### config.mk
export PLATFORM = sky130hd
export DESIGN_NAME = aux_uart_boot_loader
export DESIGN_NICKNAME = d
export VERILOG_FILES = /design/src/rtl/aux_boot_pkg.sv /design/src/rtl/aux_uart_rx.sv /design/src/rtl/aux_uart_boot_loader.sv
export SDC_FILE = /design/constraint.sdc
export NUM_CORES = 1
export LEC_CHECK = 0
export ABC_AREA = 1
export BUFFER_PORTS_ARGS = -buffer_cell sky130_fd_sc_hd__buf_2
export CAP_MARGIN = 20
export CELL_PAD_IN_SITES_DETAIL_PLACEMENT = 2
export CELL_PAD_IN_SITES_GLOBAL_PLACEMENT = 2
export CORE_MARGIN = 1
export CORE_UTILIZATION = 40
export DETAILED_ROUTE_END_ITERATION = 12
export PLACE_DENSITY_LB_ADDON = 0.3
export SLEW_MARGIN = 25
export SYNTH_ARGS = -nofsm -noshare
export SYNTH_HDL_FRONTEND = slang
export SYNTH_SLANG_ARGS = --single-unit
### constraint.sdc
create_clock -name clk -period 2.7 [get_ports clk]
set_input_delay 0.54 -clock clk [delete_from_list [all_inputs] [get_ports clk]]
set_output_delay 0.54 -clock clk [all_outputs]
set_load 0.02 [all_outputs]
### src/rtl/aux_boot_pkg.sv
// Shared types and constants for the auxiliary UART boot loader.
package aux_boot_pkg;

   typedef enum logic [1:0] {RX_IDLE, RX_START, RX_DATA, RX_STOP} rx_state_t;

   typedef enum logic [2:0] {P_LEN_LO, P_LEN_HI, P_DATA, P_CSUM, P_DONE} proto_state_t;

   localparam int unsigned WORD_BYTES = 4;
   localparam int unsigned LEN_BYTES  = 2;

endpackage

### src/rtl/aux_uart_rx.sv
// 8N1 UART receiver: 2-flop synchroniser, baud counter and sampling FSM.
// Emits a one-cycle byte_valid on a good stop bit, frame_err on a bad one.
module aux_uart_rx
   import aux_boot_pkg::*;
#(
   parameter int unsigned DIV = 16
) (
   input  logic       clk,
   input  logic       reset_n,
   input  logic       rx,
   output logic       byte_valid,
   output logic [7:0] byte_data,
   output logic       frame_err
);

   localparam int unsigned      CNT_W     = $clog2(DIV + 1);
   localparam logic [CNT_W-1:0] HALF_LAST = CNT_W'(DIV / 2 - 1);
   localparam logic [CNT_W-1:0] FULL_LAST = CNT_W'(DIV - 1);

   logic [1:0]       sync;
   logic             rx_s;
   logic             rx_prev;
   rx_state_t        state;
   logic [CNT_W-1:0] cnt;
   logic [2:0]       bit_idx;
   logic [7:0]       shift;

   assign rx_s = sync[1];

   always_ff @(posedge clk or negedge reset_n) begin
      if (!reset_n) begin
         sync       <= 2'b11;
         rx_prev    <= 1'b1;
         state      <= RX_IDLE;
         cnt        <= '0;
         bit_idx    <= '0;
         shift      <= '0;
         byte_valid <= 1'b0;
         byte_data  <= '0;
         frame_err  <= 1'b0;
      end else begin
         sync       <= {sync[0], rx};
         rx_prev    <= rx_s;
         byte_valid <= 1'b0;
         frame_err  <= 1'b0;
         case (state)
            RX_IDLE: begin
               cnt <= '0;
               if (rx_prev && !rx_s) state <= RX_START;
            end
            RX_START: begin
               if (cnt == HALF_LAST) begin
                  cnt     <= '0;
                  bit_idx <= '0;
                  // A start bit that is high again at mid-bit was a glitch.
                  state   <= rx_s ? RX_IDLE : RX_DATA;
               end else begin
                  cnt <= cnt + CNT_W'(1);
               end
            end
            RX_DATA: begin
               if (cnt == FULL_LAST) begin
                  cnt   <= '0;
                  shift <= {rx_s, shift[7:1]};
                  if (bit_idx == 3'd7) state <= RX_STOP;
                  else bit_idx <= bit_idx + 3'd1;
               end else begin
                  cnt <= cnt + CNT_W'(1);
               end
            end
            RX_STOP: begin
               if (cnt == FULL_LAST) begin
                  cnt   <= '0;
                  state <= RX_IDLE;
                  if (rx_s) begin
                     byte_valid <= 1'b1;
                     byte_data  <= shift;
                  end else begin
                     frame_err <= 1'b1;
                  end
               end else begin
                  cnt <= cnt + CNT_W'(1);
               end
            end
            default: state <= RX_IDLE;
         endcase
      end
   end

endmodule

### src/rtl/aux_uart_boot_loader.sv
// Loads a program image from the aux UART into MCU memory, holding the MCU in reset until done.
// Optional trailing XOR checksum byte enabled by defining AUX_BOOT_CHECKSUM_EN.
module aux_uart_boot_loader
   import aux_boot_pkg::*;
#(
   parameter int unsigned CLK_FREQUENCY = 50_000_000,
   parameter int unsigned BAUD_RATE     = 115_200,
   parameter int unsigned ADDR_W        = 12,
   parameter int unsigned TIMEOUT_BITS  = 32
) (
   input  logic              clk,
   input  logic              reset_n,
   input  logic              rx,
   output logic              mem_we,
   output logic [ADDR_W-1:0] mem_addr,
   output logic [31:0]       mem_wdata,
   output logic              mcu_reset_n,
   output logic              busy,
   output logic              error
);

   localparam int unsigned      DIV       = CLK_FREQUENCY / BAUD_RATE;
   localparam int unsigned      TMO_LIMIT = TIMEOUT_BITS * DIV;
   localparam int unsigned      TMO_W     = $clog2(TMO_LIMIT + 1);
   localparam logic [TMO_W-1:0] TMO_LAST  = TMO_W'(TMO_LIMIT - 1);
   localparam logic [1:0]       LAST_BYTE = 2'(WORD_BYTES - 1);

   logic             byte_valid;
   logic [7:0]       byte_data;
   logic             frame_err;
   proto_state_t     state;
   logic [15:0]      len;
   logic [15:0]      words;
   logic [1:0]       byte_idx;
   logic [23:0]      word_buf;
   logic [7:0]       csum;
   logic [TMO_W-1:0] tmo;
   logic             tmo_active;
   logic             timeout_hit;

   aux_uart_rx #(
      .DIV (DIV)
   ) u_rx (
      .clk        (clk),
      .reset_n    (reset_n),
      .rx         (rx),
      .byte_valid (byte_valid),
      .byte_data  (byte_data),
      .frame_err  (frame_err)
   );

   assign tmo_active  = (state == P_LEN_HI) || (state == P_DATA) || (state == P_CSUM);
   // An arriving byte always beats an expiring timeout.
   assign timeout_hit = tmo_active && !byte_valid && (tmo == TMO_LAST);

   always_ff @(posedge clk or negedge reset_n) begin
      if (!reset_n) begin
         state       <= P_LEN_LO;
         mem_we      <= 1'b0;
         mem_addr    <= '0;
         mem_wdata   <= '0;
         mcu_reset_n <= 1'b0;
         busy        <= 1'b0;
         error       <= 1'b0;
         len         <= '0;
         words       <= '0;
         byte_idx    <= '0;
         word_buf    <= '0;
         csum        <= '0;
         tmo         <= '0;
      end else begin
         mem_we <= 1'b0;
         if (mem_we) mem_addr <= mem_addr + ADDR_W'(1);
         if (tmo_active && !byte_valid) tmo <= tmo + TMO_W'(1);
         else tmo <= '0;

         if (state != P_DONE && (frame_err || timeout_hit)) begin
            error <= 1'b1;
            busy  <= 1'b0;
            state <= P_LEN_LO;
         end else begin
            case (state)
               P_LEN_LO: if (byte_valid) begin
                  len[7:0] <= byte_data;
                  csum     <= byte_data;
                  error    <= 1'b0;
                  state    <= P_LEN_HI;
               end
               P_LEN_HI: if (byte_valid) begin
                  len[15:8] <= byte_data;
                  csum      <= csum ^ byte_data;
                  busy      <= 1'b1;
                  mem_addr  <= '0;
                  words     <= '0;
                  byte_idx  <= '0;
                  if ({byte_data, len[7:0]} != 16'd0) begin
                     state <= P_DATA;
                  end else begin
`ifdef AUX_BOOT_CHECKSUM_EN
                     state <= P_CSUM;
`else
                     state       <= P_DONE;
                     mcu_reset_n <= 1'b1;
                     busy        <= 1'b0;
`endif
                  end
               end
               P_DATA: begin
                  if (byte_valid) begin
                     csum     <= csum ^ byte_data;
                     byte_idx <= byte_idx + 2'd1;
                     if (byte_idx == LAST_BYTE) begin
                        mem_we    <= 1'b1;
                        mem_wdata <= {byte_data, word_buf};
                        words     <= words + 16'd1;
                     end else begin
                        word_buf <= {byte_data, word_buf[23:8]};
                     end
                  end else if (mem_we && words == len) begin
`ifdef AUX_BOOT_CHECKSUM_EN
                     state <= P_CSUM;
`else
                     state       <= P_DONE;
                     mcu_reset_n <= 1'b1;
                     busy        <= 1'b0;
`endif
                  end
               end
               P_CSUM: if (byte_valid) begin
                  busy <= 1'b0;
                  if (byte_data == csum) begin
                     state       <= P_DONE;
                     mcu_reset_n <= 1'b1;
                  end else begin
                     error <= 1'b1;
                     state <= P_LEN_LO;
                  end
               end
               P_DONE: ;
               default: state <= P_LEN_LO;
            endcase
         end
      end
   end

endmodule
==> Word-level counts from Yosys, hierarchy flattened <==
Cells that the tools add are included.
{ "totals": {"register_bits": 166, "inputBits": 3, "output_inout_bits": 48, "elab_cells": 172} }
{ "classes": {"n_addsub": 6, "n_eq_ne": 38, "mux": 66, "bitwise_logic": 3, "n_reduce_logical": 36} }
{ "op_table": {"columns": ["operator", "count"], "rows": [
  ["two-way mux 12 bit", 4],
  ["two-way mux 16 bit", 3],
  ["two-way mux 3 bit", 11],
  ["case mux 16 bit (2 select lines)", 1],
  ["case mux 9 bit (3 select lines)", 1],
  ["inequality test 2 x 1 -> 1 bit (second input constant)", 13],
  ["two-way mux 1 bit", 25],
  ["AND reduction 4 bit", 6],
  ["two-way mux 9 bit", 2],
  ["adder 16 x 1 -> 16 bit (second input constant)", 1],
  ["equality test 16 bit", 1],
  ["two-way mux 2 bit", 8],
  ["two-way mux 8 bit", 2],
  ["case mux 8 bit (2 select lines)", 1],
  ["nonzero test 16 bit", 1],
  ["case mux 3 bit (5 select lines)", 1],
  ["AND reduction 5 bit", 3],
  ["adder 14 x 1 -> 14 bit (second input constant)", 1],
  ["equality test 14 bit (second input constant)", 1],
  ["two-way mux 14 bit", 1],
  ["adder 12 x 1 -> 12 bit (second input constant)", 1],
  ["adder 9 x 1 -> 9 bit (second input constant)", 1],
  ["equality test 9 x 8 -> 1 bit (second input constant)", 1],
  ["equality test 9 bit (second input constant)", 1],
  ["other kinds (32)", 58]
]} }

==> Logic depth before layout (Yosys ltp) <==
Gate-level depths: netlist of the first run.
{ "logic_depth": {"word_depth": 9, "mapped_depth": 12} }

==> Hierarchy <==
A second synthesis of the first run with hierarchy kept.
{ "unflattened": {"cells_unflattened": 947, "hier_area_um2": 8151.6} }
{ "modules_own_cells": {"columns": ["mod", "n_inst", "cells_per_inst", "area_per_inst_um2"], "rows": [
  ["aux_uart_boot_loader", 1, 770, 6581.3],
  ["aux_uart_rx", 1, 177, 1570.3]
]} }

==> Worst setup path before layout of the first run <==
OpenSTA, ideal clock, no wires.
{ "synth_path": {"kind": "flip-flop to flip-flop", "start": "register tmo[0]", "end": "register mem_wdata[23]", "setup_time_ns": 0.131, "arrival_ns": 1.543, "required_time_ns": 2.569, "slack_ns": 1.026, "stages_incl_launch_ff": 12, "period_less_slack_ns": 1.674, "cell_sequence": "dfrtp_1 > ha_1 > nand2_1 > nor2_4 > nand2_4 > nand2_4 > nor2_2 > nand3_2 > buf_6 > buf_6 > nand2_1 > o21ai_0"} }
{ "synth_between": {"elab_chain_len": 6} }
{ "synth_rtl": {"columns": ["element", "line_no", "source"], "rows": [
  ["start: declaration", "aux_uart_boot_loader.sv:37", "logic [TMO_W-1:0] tmo;"],
  ["start signal: assignment", "aux_uart_boot_loader.sv:74", "if (tmo_active && !byte_valid) tmo <= tmo + TMO_W'(1);"],
  ["equality test 14 bit", "aux_uart_boot_loader.sv:54", "assign timeout_hit = tmo_active && !byte_valid && (tmo == TMO_LAST);"],
  ["logical AND 1 bit", "aux_uart_boot_loader.sv:54", null],
  ["logical OR 1 bit", "aux_uart_boot_loader.sv:77", "if (state != P_DONE && (frame_err || timeout_hit)) begin"],
  ["logical AND 1 bit", "aux_uart_boot_loader.sv:77", null],
  ["inverter 1 bit (no source line)", null, null],
  ["AND reduction 4 bit (no source line)", null, null],
  ["end signal: assignment", "aux_uart_boot_loader.sv:114", "mem_wdata <= {byte_data, word_buf};"],
  ["end: declaration", "aux_uart_boot_loader.sv:16", "output logic [31:0] mem_wdata,"]
]} }
Every way passes these cells.
A chain may end at the register's enable or synchronous reset.

==> Final worst setup path of the first run <==
{ "layout_path": {"start": "register tmo[0]", "end": "register mem_wdata[16]"} }
The elaborated chain is that of the path after synthesis.

==> impl_results.md, run 1 <==
* Vias in the first global route at 7,353
* Synth Cell Area at 7730 sq um
* Peak VDD IR at 422 uV
* Metal-1 WL at 10.8 mm
* Leakage at 0.00431 uW
* Hold_buf cts at 0
* Final antenna-violating net count at 0
* Fin Setup TNS at 0 ps
* Clk Tree Root Cell: clkbuf_16
* Mux contribution to synthesized area at 0%
* Cells after Synth at 896
* Register area share after synthesis at 53.8%
* First-pass GRT wire length at 41.1 mm
* # rows at 50
* DIE WIDTH at 141 microns
* RSZ-0062 raised after global routing: false
* CTS Buffer Depth at 2
* WP buf/inv at 1
* Adder-cell share of the synthesized area at 1.46%
* DR vias/cell at 5.27
* DR pass1 iterations at 4
* Nets at 959
* Initial Util at 41.0%
* Slew @ Worst Pin at 654 ps
* Slew Limit Fails at 0
* R2R Path End: mem_wdata[16]
* Worst r2r src: tmo[0]
* Slowest CP cell: nand3_2
* Arrival time at the worst endpoint at 2760 ps
* Status: complete, no violations
* Crit path launch type: flip-flop
* Crit-path max FO at 39
* Hold slack final at 48.9 ps
* Crit path largest cell delay at 470 ps
* Number of synthesized flops with an enable pin at 0
* Core area at 18,800 sq um
* # Max-Cap Violations at 0
* Yosys cell types at 35
* DRT iter0 DRCs at 259
* Postcts setup bufs at 0
* FFs w/ async S/R, synth at 100%
* WL met2 at 13.0 mm
* Placer congestion estimate at 0.840
* Largest family of logic cells by synthesized area: simple AND/OR/NAND/NOR gates
* CTS resizes at 0
* Drc violations at 0
* Cell taking the most area after synthesis: dfrtp_1
* Worst Path Required at 3030 ps
* Clk_skew at 22.3 ps
* Worst Setup End Kind: flip-flop
* DP Worst Slack at 479 ps
* Number of synthesized register bits at 166
* CTS clk-pin slew, worst paths at 80 ps
* Most common cell in the netlist: nand2_1
* Pin count of the biggest net entering global routing at 49
* Synth Warn # at 0
* WL/cell at 20.6 microns
* Met3 Wirelength at 534 microns
* Most frequent CP cell: nand2_4
* Top layer reached by signal wires: met4
* FF-to-FF path depth at 9
* Vias post-DR at 6,432
* Net Count, Synth at 908
* Top FF cell, synth: dfrtp_1
* Final period utilization at 90.2%
* Worst path depth at 9
* Critical Path End: mem_wdata[16]
* Post-Synthesis Mean Instance Area at 8.62 sq um
* CP Launch Point: tmo[0]
* Total grt overflow at 0
* Crit-path cells: ha_1 > nand2_1 > nor2_4 > nand2_4 > nand2_4 > nor2_2 > nand3_2 > buf_12 > o21ai_0
* CTS Buf Count at 17
* Flop2flop setup slack at 260 ps
* Synth Area in XOR/XNOR at 4.76%
* Share of cells above drive strength 1 at 13.0%
* Layout area overhead at 14.8%
* H-tree Lvls at 4
* Tmin final at 2440 ps
* Final WS setup at 263 ps
* IO buf count at 50
* Dpl hpwl at 15.7 mm
* Initial antenna violation count at 0
* Die area at 19,900 sq um
* All-layer global routing usage at 27.3%
* Area share of the largest cell type after synthesis at 52.8%
* CTS tree: built
* Critical path class: flip-flop to flip-flop
* Simple-gate share of the synthesized area at 23.1%
* Highest clock rate at 0.410 GHz
* Final setup fails at 0
* Worst hold path class: input pin to asynchronous set/reset pin
* Top post-synthesis cells by area: dfrtp_1 (53%), nand2_1 (12%), o21ai_0 (5.1%)
* Largest delay share family, worst path: simple AND/OR/NAND/NOR gates
* Worst-Skew Late Latency at 450 ps
* Slew margin rel. at 56.0%
* ANT cells at 0
* Final wirelength at 25.1 mm
* PwrDens at 616 nW/um^2
* Synth Area in Compound Gates at 10.0%
* Most common library cells after synthesis: nand2_1 (242), dfrtp_1 (163), nor2_1 (87)
* Die Y at 141 microns
* I/O Pins at 51
* Clock Sinks at 166
* Final-report hold violation count at 0
-- through the flow --
stage / cell area [sq um] / util (%) / total power, uW / instances
floorplan: 7730 / - / 2760 / 896
global placement: 8240 / 43.8 / 2860 / 1188
detailed placement: 8240 / 43.8 / 2880 / 1188
CTS: 8870 / 47.1 / 5530 / 1220
global route: 8870 / 47.1 / 5640 / 1220
finish: 8870 / 47.1 / 5460 / 1220
-- how the worst min path moves through the flow --
stage / slack, ps / end / cells past startpoint / from
5_1_grt: 70 / u_rx.cnt[0] / 1 / reset_n
6_report: 50 / tmo[9] / 1 / reset_n
3_5_place_dp: 350 / u_rx.sync[1] / 0 / u_rx.sync[0]
4_1_cts: 50 / u_rx.cnt[1] / 1 / reset_n
3_3_place_gp: 350 / u_rx.sync[1] / 0 / u_rx.sync[0]
2_1_floorplan: 240 / asynchronous set/reset pin / 0 / reset_n
-- flip-flops by register name (all words and copies together) (netlist names), named ones only --
register	cells
mem_wdata	32
word_buf	24
len	16
words	16
tmo	14
mem_addr	12
u_rx.cnt	9
csum	8
u_rx.byte_data	8
u_rx.shift	8
state	3
u_rx.bit_idx	3
byte_idx	2
u_rx.sync	2
busy	1
error	1
mcu_reset_n	1
mem_we	1
u_rx.byte_valid	1
u_rx.frame_err	1
u_rx.rx_prev	1
u_rx.state	1
-- worst register-to-register path, delay by kind of cell (launching register included) --
family	cells	cell delay, ps
simple gates	6	990
compound gates	1	280
flops	1	420
buf+inv	1	380
fa+ha+maj	1	260
-- final cells by class --
class	instances	area (sq um)
clock inverter	15	206
inverter	91	344
fill	2057	9960
clock buffer	17	425
sequential	166	4160
tap	260	325
multi-input combinational	610	3040
timing repair buffer	61	377
-- cell families after synthesis --
kind of cell	count (synthesis)
AO/OA/AOI/OAI	146
XOR/XNOR	42
adder cells (fa/ha/maj)	9
buffers and inverters	120
flip-flops	166
AND/OR/NAND/NOR	413
-- routing by layer --
layer,global-route usage (%),vias to the layer above
met2,48.2,83
met3,4.62,49
met1,32.7,3324
li1,-,2976
met4,12.2,0
met5,0,-
-- placed cells by master, fill, tap and decap left out, drive strengths merged --
master / Yosys / final
xnor2: 13 / 13
a31oi: 5 / 5
or2: 2 / 2
clkinvlp: 0 / 1
a211oi: 1 / 1
nand4: 11 / 11
nor2: 92 / 92
clkbuf: 10 / 17
inv: 91 / 97
a21oi: 29 / 29
nand3: 33 / 33
nor3b: 2 / 2
clkinv: 0 / 7
o31ai: 12 / 12
bufinv: 0 / 1
o21ai: 98 / 98
nand3b: 1 / 1
buf: 19 / 61
ha: 9 / 9
a211o: 1 / 1
nand2: 250 / 250
nor3: 20 / 20
xor2: 29 / 29
dfrtp: 163 / 163
nor4: 2 / 2
dfstp: 3 / 3
-- where the power goes --
part	internal, uW	switching (uW)	total (uW)	leakage [uW]
Combinational	80.1	189	270	0.00171
Sequential	2530	45.2	2570	0.00230
Clock	1350	1270	2620	0.000303
Total	3960	1510	5460	0.00431
(Power assumes the default switching activity.)
==> run 2: changes to the inputs <==
Settings changed: CORE_UTILIZATION 40 to 42, CTS_BUF_LIST set to sky130_fd_sc_hd__clkbuf_8.
==> run 2 against run 1 <==
Effect of this change: worst hold slack better by 86 ps; critical path depth is the same; sequential share of layout area is 1.3 points higher; first-iteration DRC count down 9.3%; total power is 14% lower; core utilization is 0.73 points higher; setup slack gained 41 ps; sequential cell count did not move.
==> impl_results.md, run 2 (synthesis results as in run 1) <==
* Status: complete, no violations
* Crit path launch type: flip-flop
* Share of cells above drive strength 1 at 12.9% (-0.10 points)
* All-layer global routing usage at 26.3% (-1.0 points)
* # rows at 49 (-2.0%)
* Drc violations at 0 (unchanged)
* Pin count of the biggest net entering global routing at 75 (+53%)
* Slowest CP cell: dfrtp_1
* Commonest non-fill, non-tap cell in the layout: nand2_1
* WP buf/inv at 1 (unchanged)
* DP Worst Slack at 444 ps (-35.4 ps)
* DRT iter0 DRCs at 235 (-9.3%)
* RSZ-0062 raised after global routing: false
* Vias post-DR at 6,377 (-0.86%)
* Slew margin rel. at 55.9% (-0.070 points)
* Initial Util at 42.9% (+1.8 points)
* Worst r2r src: tmo[0]
* Worst-Skew Late Latency at 500 ps (+50 ps)
* Hold wc startpoint: rx
* Most frequent CP cell: nand2_4
* Hold slack final at 135 ps (+86.4 ps)
* WL/cell at 19.7 microns (-4.6%)
* Most flops, register: mem_wdata
* Switching part of the total at 29.5% (+1.9 points)
* Critical path class: flip-flop to flip-flop
* Worst hold path class: input pin to flip-flop
* Clock Sinks at 166 (unchanged)
* CTS resizes at 0 (unchanged)
* # Max-Cap Violations at 0 (unchanged)
* Crit-path max FO at 42 (+7.7%)
* FF-to-FF path depth at 9 (unchanged)
* Crit-path cells: ha_1 > nand2_1 > nor2_4 > nand2_4 > nand2_4 > nor2_2 > nand3_2 > buf_12 > o21ai_0
* Peak VDD IR at 346 uV (-18%)
* Die Y at 138 microns (-2.4%)
* Largest delay share family, worst path: simple AND/OR/NAND/NOR gates
* Dpl hpwl at 14.9 mm (-5.2%)
* Hold EP: u_rx.sync[0]
* Clock share of power at 39.8% (-8.2 points)
* CTS Buffer Depth at 2 (unchanged)
* Worst Path Required at 3070 ps (+40 ps)
* Final wirelength at 23.4 mm (-7.0%)
* Most frequent cells in the layout: nand2_1 (242), dfrtp_1 (163), nor2_1 (87)
* Fin Setup TNS at 0 ps (unchanged)
* R2R Path End: mem_wdata[15]
* H-tree Lvls at 4 (unchanged)
* CP Launch Point: tmo[0]
* Slew Limit Fails at 0 (unchanged)
* Internal power at 3310 uW (-16%)
* CTS tree: built
* Final antenna-violating net count at 0 (unchanged)
* Clk Tree Root Cell: clkbuf_8
* Crit path largest cell delay at 440 ps (-30 ps)
* IO buf count at 50 (unchanged)
* First-pass GRT wire length at 37.8 mm (-8.0%)
* Clk_skew at 24.9 ps (+2.55 ps)
* Core area at 18,000 sq um (-4.3%)
* ANT cells at 0 (unchanged)
* Arrival time at the worst endpoint at 2760 ps (about the same)
* Flop2flop setup slack at 300 ps (+40 ps)
* CTS Buf Count at 17 (unchanged)
* Largest register FFs at 32 (unchanged)
* CTS clk-pin slew, worst paths at 110 ps (+30 ps)
* Nets at 959 (unchanged)
* DIE WIDTH at 138 microns (-2.4%)
* Largest regs: mem_wdata: 32 flops, word_buf: 24 flops
* DR vias/cell at 5.36 (+1.7%)
* Hold Crit Depth at 1
* Final-report hold violation count at 0 (unchanged)
* Final setup fails at 0 (unchanged)
* DR pass1 iterations at 4 (unchanged)
* Leakage at 0.00421 uW (-2.4%)
* Layout area overhead at 11.6%
* Part of the power in registers at 54.7% (+7.6 points)
* Vias in the first global route at 7,118 (-3.2%)
* Highest clock rate at 0.418 GHz (+1.7%)
* Total grt overflow at 0 (unchanged)
* Die area at 18,900 sq um (-4.7%)
* Final WS setup at 305 ps (+41.4 ps)
* Psw at 1390 uW (-8.1%)
* Final period utilization at 88.7% (-1.5 points)
* Initial antenna violation count at 0 (unchanged)
* I/O Pins at 51 (unchanged)
* Placer congestion estimate at 0.804 (-4.3%)
* Tmin final at 2400 ps (-41.4 ps)
* PwrDens at 545 nW/um^2 (-12%)
* Comb pwr share at 5.4% (+0.5 points)
* Slew @ Worst Pin at 655 ps (+1.04 ps)
* Worst Setup End Kind: flip-flop
[run 2: repair_timing]
item                                   in CTS  in global routing
setup buffers                               0                  0
endpoints found under the hold margin      20                  0
hold buffers                                1                  0
[run 2: power groups by stage]
stage | Sequential [uW] | Clock, uW | Combinational [uW]
global route | 2580 | 1980 | 296
finish | 2570 | 1870 | 255
global placement | 2620 | 0 | 244
detailed placement | 2620 | 0 | 259
floorplan | 2610 | 0 | 150
CTS | 2570 | 1910 | 264
[run 2: worst max-delay path by stage]
stage                               end  slack [ps]  cells after the start
after CTS                 mem_wdata[15]         280                      9
after global routing      mem_wdata[15]         130                      9
after detailed placement  mem_wdata[15]         440                      9
after global placement    mem_wdata[28]         640                     10
after floorplan           mem_wdata[23]        1030                     11
final                     mem_wdata[15]         300                      9
[run 2: worst reg2reg max path: cells and delay by family, from the launching register on]
family	cells	cell delay [ps]
compound gates	1	320
fa+ha+maj	1	280
buf+inv	1	340
flops	1	440
simple gates	6	920
[run 2: stage by stage]
stage	power, uW	cell area (sq um)	cells	utilization, %
floorplan	2760	7730	896	-
global placement	2860	8190	1156	45.5
detailed placement	2880	8190	1156	45.5
CTS	4740	8620	1189	47.8
global route	4860	8620	1189	47.8
finish	4700	8620	1189	47.8
[run 2: layout make-up]
class | count | area, sq um
fillers | 1973 | 9400
clock inverters | 15 | 186
flip-flops and latches | 166 | 4160
well taps | 229 | 287
inverters | 91 | 344
clock buffers | 17 | 234
multi-input cells | 610 | 3040
repair buffers | 61 | 379
[run 2: routing by layer]
layer,track usage (%),part of all wire (%),vias up
met4,9.28,2.1,0
met5,0,0,-
li1,-,-,2969
met3,4.75,2.2,38
met1,31.7,43,3295
met2,46.8,53,75
==> run 3: changes to the inputs <==
--- a/config.mk
+++ b/config.mk
@@ -11,5 +11,5 @@
 export CELL_PAD_IN_SITES_DETAIL_PLACEMENT = 2
 export CELL_PAD_IN_SITES_GLOBAL_PLACEMENT = 2
-export CORE_MARGIN = 1
+export CORE_MARGIN = 5
 export CORE_UTILIZATION = 42
 export CTS_BUF_LIST = sky130_fd_sc_hd__clkbuf_8
==> constraint.sdc (replaced) <==
create_clock -name clk -period 2.9 [get_ports clk]
set_input_delay 0.435 -clock clk [delete_from_list [all_inputs] [get_ports clk]]
set_output_delay 0.435 -clock clk [all_outputs]
set_load 0.02 [all_outputs]
==> run 3 against run 2 <==
Effect of this change: final cell count is essentially flat; clock skew shrank 4.1 ps; worst hold slack lost 94 ps; design area shrank 0.16%; critical path depth grew 1; clock power shrank 7%; count of clock-buffer cells in the layout is the same; global-route usage shrank 3.2 points; non-clock buffer count grew 1; sequential power shrank 7%; first-iteration DRC count shrank 6.0%.
==> impl_results.md, run 3 (synthesis results as in run 1) <==
* Clk_skew at 20.8 ps (-4.08 ps)
* Largest regs: mem_wdata: 32 flops, word_buf: 24 flops
* Die Y at 146 microns (+5.8%)
* Drc violations at 0 (unchanged)
* Slew @ Worst Pin at 830 ps (+175 ps)
* Crit path launch type: flip-flop
* Slew margin rel. at 44.4% (-11 points)
* Final wirelength at 23.8 mm (+1.7%)
* First-pass GRT wire length at 39.6 mm (+4.9%)
* Flop2flop setup slack at 480 ps (+170 ps)
* DP Worst Slack at 446 ps (+2.58 ps)
* DR pass1 iterations at 4 (unchanged)
* # rows at 49 (unchanged)
* Arrival time at the worst endpoint at 2850 ps (+90 ps)
* Final-report hold violation count at 0 (unchanged)
* Initial Util at 42.9% (unchanged)
* Worst Path Required at 3330 ps (+260 ps)
* Routing usage on met1 at 28.1% (-3.6 points)
* Final setup fails at 0 (unchanged)
* Critical path class: flip-flop to flip-flop
* Largest register FFs at 32 (unchanged)
* CTS tree: built
* PwrDens at 508 nW/um^2 (-6.8%)
* H-tree Lvls at 4 (unchanged)
* Placed standard-cell area at 8190 sq um (about the same)
* Layout area overhead at 11.4%
* Initial antenna violation count at 0 (unchanged)
* Placer congestion estimate at 0.816 (+1.5%)
* Peak VDD IR at 348 uV (+0.61%)
* IO buf count at 50 (unchanged)
* WL/cell at 20.0 microns (+1.6%)
* Total grt overflow at 0 (unchanged)
* Final WS setup at 480 ps (+175 ps)
* Fin Setup TNS at 0 ps (unchanged)
* CTS Buf Count at 17 (unchanged)
* Most flops, register: mem_wdata
* Worst hold path class: input pin to flip-flop
* Core area at 18,000 sq um (unchanged)
* Commonest non-fill, non-tap cell in the layout: nand2_1
* CTS Buffer Depth at 2 (unchanged)
* Share of cells above drive strength 1 at 13.0% (+0.091 points)
* Vias post-DR at 6,347 (-0.47%)
* Clock Sinks at 166 (unchanged)
* Die area at 21,200 sq um (+12%)
* # Max-Cap Violations at 0 (unchanged)
* DIE WIDTH at 146 microns (+5.8%)
* ANT cells at 0 (unchanged)
* Final period utilization at 83.5% (-5.2 points)
* Clk Tree Root Cell: clkbuf_8
* Final core occ at 47.8% (-0.076 points)
* Crit-path max FO at 29 (-31%)
* Most used routing layer in global routing: met2
* FF-to-FF path depth at 10 (+1)
* Met2 usage at 41.8% (-5.1 points)
* Slew Limit Fails at 0 (unchanged)
* All-layer global routing usage at 23.1% (-3.2 points)
* Worst-Skew Late Latency at 480 ps (-20 ps)
* Most frequent cells in the layout: nand2_1 (242), dfrtp_1 (163), nor2_1 (87)
* DRT iter0 DRCs at 221 (-6.0%)
* Highest clock rate at 0.413 GHz (-1.0%)
* Final antenna-violating net count at 0 (unchanged)
* Tmin final at 2420 ps (+25.2 ps)
* Critical Path End: mem_wdata[7]
* CTS resizes at 0 (unchanged)
* Final instance area at 8610 sq um (-0.16%)
* Nets at 960 (+0.10%)
* Dpl hpwl at 16.6 mm (+11%)
* Vias in the first global route at 7,245 (+1.8%)
* R2R Path End: mem_wdata[7]
* M3 GR Usage at 4.05% (-0.70 points)
* Worst r2r src: tmo[0]
* Postcts setup bufs at 0 (unchanged)
* RSZ-0062 raised after global routing: false
* CTS clk-pin slew, worst paths at 110 ps (about the same)
* DR vias/cell at 5.33 (-0.55%)
* I/O Pins at 51 (unchanged)
* CP Launch Point: tmo[0]
* Pin count of the biggest net entering global routing at 63 (-16%)
* Worst Setup End Kind: flip-flop
* Leakage at 0.00421 uW (about the same)
* Status: complete, no violations
run 3: cell count changes in the layout (fill, tap and decap cells not counted), sizes merged:
cell and delta:
inv +4, clkinv -3, buf +1, clkinvlp -1
run 3: final cells by class:
class / instances / area [sq um]
repair buffers: 62 / 374
inverters: 91 / 344
clock inverters: 15 / 178
flip-flops and latches: 166 / 4160
clock buffers: 17 / 234
multi-input cells: 610 / 3040
fillers: 2011 / 9410
well taps: 229 / 287
run 3: stage by stage:
step	cells	total power, uW	hold WS, ps
2_1_floorplan	896	2570	139
3_3_place_gp	1157	2660	346
3_5_place_dp	1157	2690	348
4_1_cts	1190	4420	5.88
5_1_grt	1190	4560	1.95
6_report	1190	4370	40.9
run 3: layer usage:
| layer | vias to the layer above | wire, microns |
|---|---|---|
| met5 | - | 0 |
| li1 | 2955 | - |
| met2 | 77 | 12800 |
| met3 | 31 | 495 |
| met1 | 3284 | 10000 |
| met4 | 0 | 433 |
run 3: critical path, cell delays in order (launching register included):
cell,delay (ps)
dfrtp_1,430
ha_1,260
nand2_1,160
nor2_4,50
nand2_4,70
nand2_4,70
nor2_2,160
nand3_2,530
inv_2,400
nand2_1,140
nand2_1,100
run 3: repair_timing:
action                     CTS  global route
hold endpoints to repair    57             0
hold buffers                 1             0
setup endpoints to repair    0             0
run 3: how the worst min path moves through the flow:
stage	from	to	cells after the start
after CTS	rx	u_rx.sync[0]	1
final	rx	u_rx.sync[0]	1
after global routing	rx	u_rx.sync[0]	1
after floorplan	reset_n	asynchronous set/reset pin	0
after global placement	u_rx.sync[0]	u_rx.sync[1]	0
after detailed placement	u_rx.sync[0]	u_rx.sync[1]	0
run 3: power by group:
part	internal [uW]	total, uW	switching [uW]
clock network	661	1730	1070
registers	2350	2400	43.6
logic	72.5	248	176
